==> src/rtl/serial_alu_adder_if.sv <==
// serial_alu_adder_if: start/done request bus between the sequencer and the serial adder
interface serial_alu_adder_if #(parameter int WIDTH = 16);
  logic             start;
  logic [1:0]       op;
  logic [WIDTH-1:0] A;
  logic [WIDTH-1:0] B;
  logic             CF_in;
  logic             busy;
  logic             done;
  logic [WIDTH-1:0] Result;
  logic             CF, ZF, SF, OF, AF, PF;
  modport master (output start, op, A, B, CF_in,
                  input  busy, done, Result, CF, ZF, SF, OF, AF, PF);
  modport slave  (input  start, op, A, B, CF_in,
                  output busy, done, Result, CF, ZF, SF, OF, AF, PF);
endinterface

==> src/rtl/serial_alu_adder.sv <==
// serial_alu_adder: bit-serial 8086 ADD/ADC/SUB/SBB sharing one full_adder cell, LSB first
module half_adder (
  input  logic A,
  input  logic B,
  output logic Sum,
  output logic Cout
);
  assign Sum  = A ^ B;
  assign Cout = A & B;
endmodule

module full_adder (
  input  logic A,
  input  logic B,
  input  logic Cin,
  output logic Sum,
  output logic Cout
);
  logic s1, c1, c2;
  half_adder u_h0 (.A(A),  .B(B),   .Sum(s1),  .Cout(c1));
  half_adder u_h1 (.A(s1), .B(Cin), .Sum(Sum), .Cout(c2));
  assign Cout = c1 | c2;
endmodule

module serial_alu_adder #(parameter int WIDTH = 16) (
  input  logic               clk,
  input  logic               rst_n,
  serial_alu_adder_if.slave  bus
);
  localparam int CW = $clog2(WIDTH);
  typedef enum logic [1:0] {IDLE, RUN, DONE} state_e;
  state_e           state_q, state_d;
  logic [WIDTH-1:0] a_q, a_d, b_q, b_d, sh_q, sh_d, res_q, res_d, sh_nx;
  logic [CW-1:0]    cnt_q, cnt_d;
  logic             carry_q, carry_d, sub_q, sub_d, af3_q, af3_d;
  logic [5:0]       flg_q, flg_d;
  logic             sum, cout, accept, last;
  full_adder u_fa (.A(a_q[0]), .B(b_q[0]), .Cin(carry_q), .Sum(sum), .Cout(cout));
  assign accept = bus.start && state_q != RUN;
  assign last   = state_q == RUN && cnt_q == CW'(WIDTH - 1);
  assign sh_nx  = {sum, sh_q[WIDTH-1:1]};
  always_comb begin
    state_d = state_q;
    a_d     = a_q;
    b_d     = b_q;
    sh_d    = sh_q;
    res_d   = res_q;
    cnt_d   = cnt_q;
    carry_d = carry_q;
    sub_d   = sub_q;
    af3_d   = af3_q;
    flg_d   = flg_q;
    if (accept) begin
      state_d = RUN;
      a_d     = bus.A;
      b_d     = bus.op[1] ? ~bus.B : bus.B;
      sub_d   = bus.op[1];
      cnt_d   = '0;
      carry_d = bus.op[1] ^ (bus.op[0] & bus.CF_in);
    end else if (state_q == RUN) begin
      a_d     = a_q >> 1;
      b_d     = b_q >> 1;
      sh_d    = sh_nx;
      carry_d = cout;
      cnt_d   = cnt_q + CW'(1);
      af3_d   = cnt_q == CW'(3) ? cout : af3_q;
      if (last) begin
        state_d = DONE;
        res_d   = sh_nx;
        // carry_q here is the carry into the MSB; CF/AF flip to borrow sense for subtraction
        flg_d   = {cout ^ sub_q, sh_nx == '0, sh_nx[WIDTH-1], carry_q ^ cout, af3_q ^ sub_q, ~^sh_nx[7:0]};
      end
    end else if (state_q == DONE) begin
      state_d = IDLE;
    end
  end
  always_ff @(posedge clk or negedge rst_n) begin
    if (!rst_n) begin
      state_q <= IDLE;
      a_q     <= '0;
      b_q     <= '0;
      sh_q    <= '0;
      res_q   <= '0;
      cnt_q   <= '0;
      carry_q <= 1'b0;
      sub_q   <= 1'b0;
      af3_q   <= 1'b0;
      flg_q   <= '0;
    end else begin
      state_q <= state_d;
      a_q     <= a_d;
      b_q     <= b_d;
      sh_q    <= sh_d;
      res_q   <= res_d;
      cnt_q   <= cnt_d;
      carry_q <= carry_d;
      sub_q   <= sub_d;
      af3_q   <= af3_d;
      flg_q   <= flg_d;
    end
  end
  assign bus.busy   = state_q == RUN;
  assign bus.done   = state_q == DONE;
  assign bus.Result = res_q;
  assign {bus.CF, bus.ZF, bus.SF, bus.OF, bus.AF, bus.PF} = flg_q;
endmodule
==> src/flat_wrapper.sv <==
// flat-port wrapper written by rule: the top's interface ports become plain ports
module serial_alu_adder_flat 
#(parameter int WIDTH = 16)
  (clk, rst_n, bus_start, bus_op, bus_A, bus_B, bus_CF_in, bus_busy, bus_done, bus_Result, bus_CF, bus_ZF, bus_SF, bus_OF, bus_AF, bus_PF);
  serial_alu_adder_if #(.WIDTH(WIDTH)) bus_i ();
  input  logic clk;
  input  logic rst_n;
  input wire logic [$bits(bus_i.start)-1:0] bus_start;
  input wire logic [$bits(bus_i.op)-1:0] bus_op;
  input wire logic [$bits(bus_i.A)-1:0] bus_A;
  input wire logic [$bits(bus_i.B)-1:0] bus_B;
  input wire logic [$bits(bus_i.CF_in)-1:0] bus_CF_in;
  output wire logic [$bits(bus_i.busy)-1:0] bus_busy;
  output wire logic [$bits(bus_i.done)-1:0] bus_done;
  output wire logic [$bits(bus_i.Result)-1:0] bus_Result;
  output wire logic [$bits(bus_i.CF)-1:0] bus_CF;
  output wire logic [$bits(bus_i.ZF)-1:0] bus_ZF;
  output wire logic [$bits(bus_i.SF)-1:0] bus_SF;
  output wire logic [$bits(bus_i.OF)-1:0] bus_OF;
  output wire logic [$bits(bus_i.AF)-1:0] bus_AF;
  output wire logic [$bits(bus_i.PF)-1:0] bus_PF;
  assign bus_i.start = bus_start;
  assign bus_i.op = bus_op;
  assign bus_i.A = bus_A;
  assign bus_i.B = bus_B;
  assign bus_i.CF_in = bus_CF_in;
  assign bus_busy = bus_i.busy;
  assign bus_done = bus_i.done;
  assign bus_Result = bus_i.Result;
  assign bus_CF = bus_i.CF;
  assign bus_ZF = bus_i.ZF;
  assign bus_SF = bus_i.SF;
  assign bus_OF = bus_i.OF;
  assign bus_AF = bus_i.AF;
  assign bus_PF = bus_i.PF;
  serial_alu_adder #(.WIDTH(WIDTH)) u_core (.clk(clk), .rst_n(rst_n), .bus(bus_i));
endmodule
==> config.mk <==
export PLATFORM = sky130hd
export DESIGN_NAME = serial_alu_adder_flat
export DESIGN_NICKNAME = d
export VERILOG_FILES = /design/src/rtl/serial_alu_adder_if.sv /design/src/rtl/serial_alu_adder.sv /design/src/flat_wrapper.sv
export SDC_FILE = /design/constraint.sdc
export NUM_CORES = 1
export LEC_CHECK = 0
export CAP_MARGIN = 20
export CORE_MARGIN = 5
export CORE_UTILIZATION = 30
export CTS_BUF_LIST = sky130_fd_sc_hd__clkbuf_8
export CTS_CLUSTER_SIZE = 16
export DETAILED_ROUTE_END_ITERATION = 12
export GPL_TIMING_DRIVEN = 0
export PLACE_DENSITY = 0.51
export SLEW_MARGIN = 20
export SYNTH_ARGS = -nofsm -noshare
export SYNTH_HDL_FRONTEND = slang
export SYNTH_SLANG_ARGS = --single-unit
==> constraint.sdc <==
create_clock -name clk -period 4.7 [get_ports clk]
set_input_delay 1.175 -clock clk [delete_from_list [all_inputs] [get_ports clk]]
set_output_delay 1.175 -clock clk [all_outputs]
set_load 0.1 [all_outputs]
==> impl_results.md <==
* Number of synthesized flops with an enable pin at 0
* TritonCTS Sinks at 77
* Crit Path Class: register to primary output
* Commonest non-fill, non-tap cell in the layout: dfrtp_1
* Max Clk Rate at 300.6 MHz
* Hold Startpoint: u_core.flg_q[0]
* Layout cells sized above 1 at 0.1234
* Ant. Diodes at 0
* Synth Flop Type: dfrtp_1
* GRT overflow at 0
* Largest net degree at the start of global routing at 45
* GP Congestion at 0.7158
* Worst path max stage delay at ~1.2 ns
* CP endpoint kind: primary output
* Fillers at 1189
* RR Startpoint: u_core.state_q[1]
* Post-route ant nets at 0
* Crit path max-delay family: buffers and inverters
* Status: finished, final reports clean
* Top-level I/O count at 62
* Row count at 39
* Yosys warns at 0
* Via count at 2506
* Number of synthesized register bits at 77
* Placement Setup Slack at 1.744 ns
* Clock Latency Late Sink at 0.35 ns
* Die Span Y at 118.9 um
* WL/cell at 14.66 um
* Async set-reset flop share out of synthesis at 1.000
* RSZ-0062 raised after global routing: no
* Slew @ Worst Pin at 0.9812 ns
* Hold Violations, Final at 0
* Syn Area/Cell at approximately 11 um^2
* Critical path data arrival time at 2.15 ns
* Final setup skew at approximately 0.012 ns
* Inst Count DP at 524
* PnR worst setup slack at 1.374 ns
* Mapped Cells at 320
* Initial antenna violation count at 0
* Area grow syn2layout at 27.81%
* First drt pass iteration count at 4
* First-pass GRT wire length at ~14 mm
* Fin. max-slew vios at 0
* Die width at 118.9 um
* Number of gates resized after cts at 0
* Vias in the first global route at roughly 2700
* TritonCTS buffer count at 9
* Initial DRC count at between 100 and 150
* DRC Markers at 0
* DP HPWL at 5.770 mm
* VDD IR max at 0.0002220 V
* CP max FO at 2
* Global Route Usage Sum at 0.1219
* Slew margin rel. at 0.3438
* Max cap viols at 0
* Starting Density at 0.3090
* Htree depth at 3
* Power, Total at between 0.002 and 0.003 W
* Worst EP required at 3.52 ns
* Non-Filler Instances at between 500 and 600
* CTS tree: yes
* Reg area at 1927 um^2
* Maximum root-to-sink buffer count at 2
* Most frequent cells in the layout: dfrtp_1 (77), clkdlybuf4s50_1 (59), o21ai_0 (53)
* Synth area leader: dfrtp_1
* CTS Hold Buffers Added at 0
* Pwr/cell area at 560.4 nW/um^2
* I/O Buffers at 60
* Area share of the leading cell type in the synthesized netlist at 0.5415
* CP startpoint: u_core.state_q[1]
* Startpoint Class: register
* Synth top area cells: dfrtp_1 (54%), mux2i_1 (8.7%), o21ai_0 (7.5%)
* Post-CTS Setup Repair Bufs at 0
* Cell area after synthesis at 3558 um^2
* CP bufs+invs at 2
* Post-Syn Nets at 366
* Final setup viols at 0
* Routed WL at around 7.9 mm
* Crit-path cells: inv_1, ha_1, clkdlybuf4s50_1
* Period minus WS final at around 3.3 ns
* Seq/Total Area, Yosys at 0.5415
* Area taken by multi-input logic gates at 1464 um^2
* Clock transition at the registers of the reported paths at roughly 0.080 ns
* CP max stage cell: clkdlybuf4s50_1
* Die footprint at 14140 um^2
* Synth cell types at 29
* Root Buffer: clkbuf_8
* Layout Nets at ~440
* Post-route core utilization at 0.3949
* Vias/cell at about 4.6
* Total leakage power at 2.073 nW
* Core ar. at 11520 um^2
* Fin Setup TNS at 0 ns
* Class of the worst hold path: register to register
* Crit share post-route at 0.7078
synthesized netlist by cell type, types with 4 or more instances:
| master | count |
|---|---|
| a22o_1 | 4 |
| buf_2 | 4 |
| buf_4 | 8 |
| clkbuf_1 | 8 |
| dfrtp_1 | 77 |
| ha_1 | 7 |
| inv_1 | 11 |
| mux2_2 | 15 |
| mux2i_1 | 31 |
| nand2_1 | 52 |
| nor2_1 | 5 |
| o21ai_0 | 53 |
| xnor2_1 | 7 |
| xor2_1 | 17 |
state kept, by name, summed over array words and instances, names as in the netlist:
signal             count
u_core.sub_q           1
u_core.state_q         2
u_core.af3_q           1
u_core.flg_q           6
u_core.sh_q           15
u_core.b_q            16
u_core.carry_q         1
u_core.a_q            16
u_core.cnt_q           4
u_core.bus.Result     15
worst min-delay path, delay by kind of cell (launching register included):
family / cells / cell delay [ns]
flip-flops: 1 / 0.34
AO/OA/AOI/OAI: 1 / 0.06
AND/OR/NAND/NOR: 1 / 0.05
metrics by stage:
step / hold WS, ns / instance area [um^2]
finish: 0.4816 / 4548
detailed placement: 0.4646 / 4355
global placement: 0.4602 / 4338
floorplan: 0.4492 / 3558
global route: 0.5127 / 4548
CTS: 0.4869 / 4548
layer usage:
metal / GRT usage / share of wire / vias to the layer above
met1: 0.1635 / 0.48 / 1209
met3: 0.04123 / 0.056 / 7
met4: 0.03621 / 0.011 / 0
met5: 0 / 0 / -
met2: 0.1876 / 0.45 / 62
li1: - / - / 1228
power breakdown:
part | internal, W | switching, W | total [W] | leakage [nW]
clock network | 0.000255 | 0.000242 | 0.000496 | 0.105
registers | 0.000900 | 0.000152 | 0.00105 | 0.994
logic | 0.000401 | 0.000599 | 0.00100 | 0.975
cell type report:
class	count	share of cell area
Inverter	11	0.009078
Buffer	22	0.02779
Multi-Input combinational cell	210	0.3219
Clock inverter	6	0.01210
Tap cell	143	0.03934
Timing Repair Buffer	61	0.1359
Sequential cell	77	0.4237
Clock buffer	10	0.03026
cell families (layout without fill, tap and decap cells):
logic type	count (synthesis)	in the layout	share of synthesized area
multiplexers	49	49	0.1473
buffers and inverters	33	110	0.04712
flip-flops	77	77	0.5415
AND/OR/NAND/NOR	67	67	0.08228
AO/OA/AOI/OAI	62	62	0.09247
adder cells (fa/ha/maj)	8	8	0.03024
XOR/XNOR	24	24	0.05907
worst paths after layout:
kind / end / slack, ns / depth (start not counted)
setup / recovery: bus_busy / 1.37 / 3
hold / removal: u_core.flg_q[0] / 0.48 / 2
setup reg to reg: u_core.af3_q / 2.90 / 7
hold reg to reg: u_core.flg_q[0] / 0.48 / 2
max in group asynchronous: u_core.a_q[11] / 3.27 / 2
min in group asynchronous: u_core.bus.Result[13] / 0.83 / 1
No activity file was read; power rests on OpenSTA's default activity.
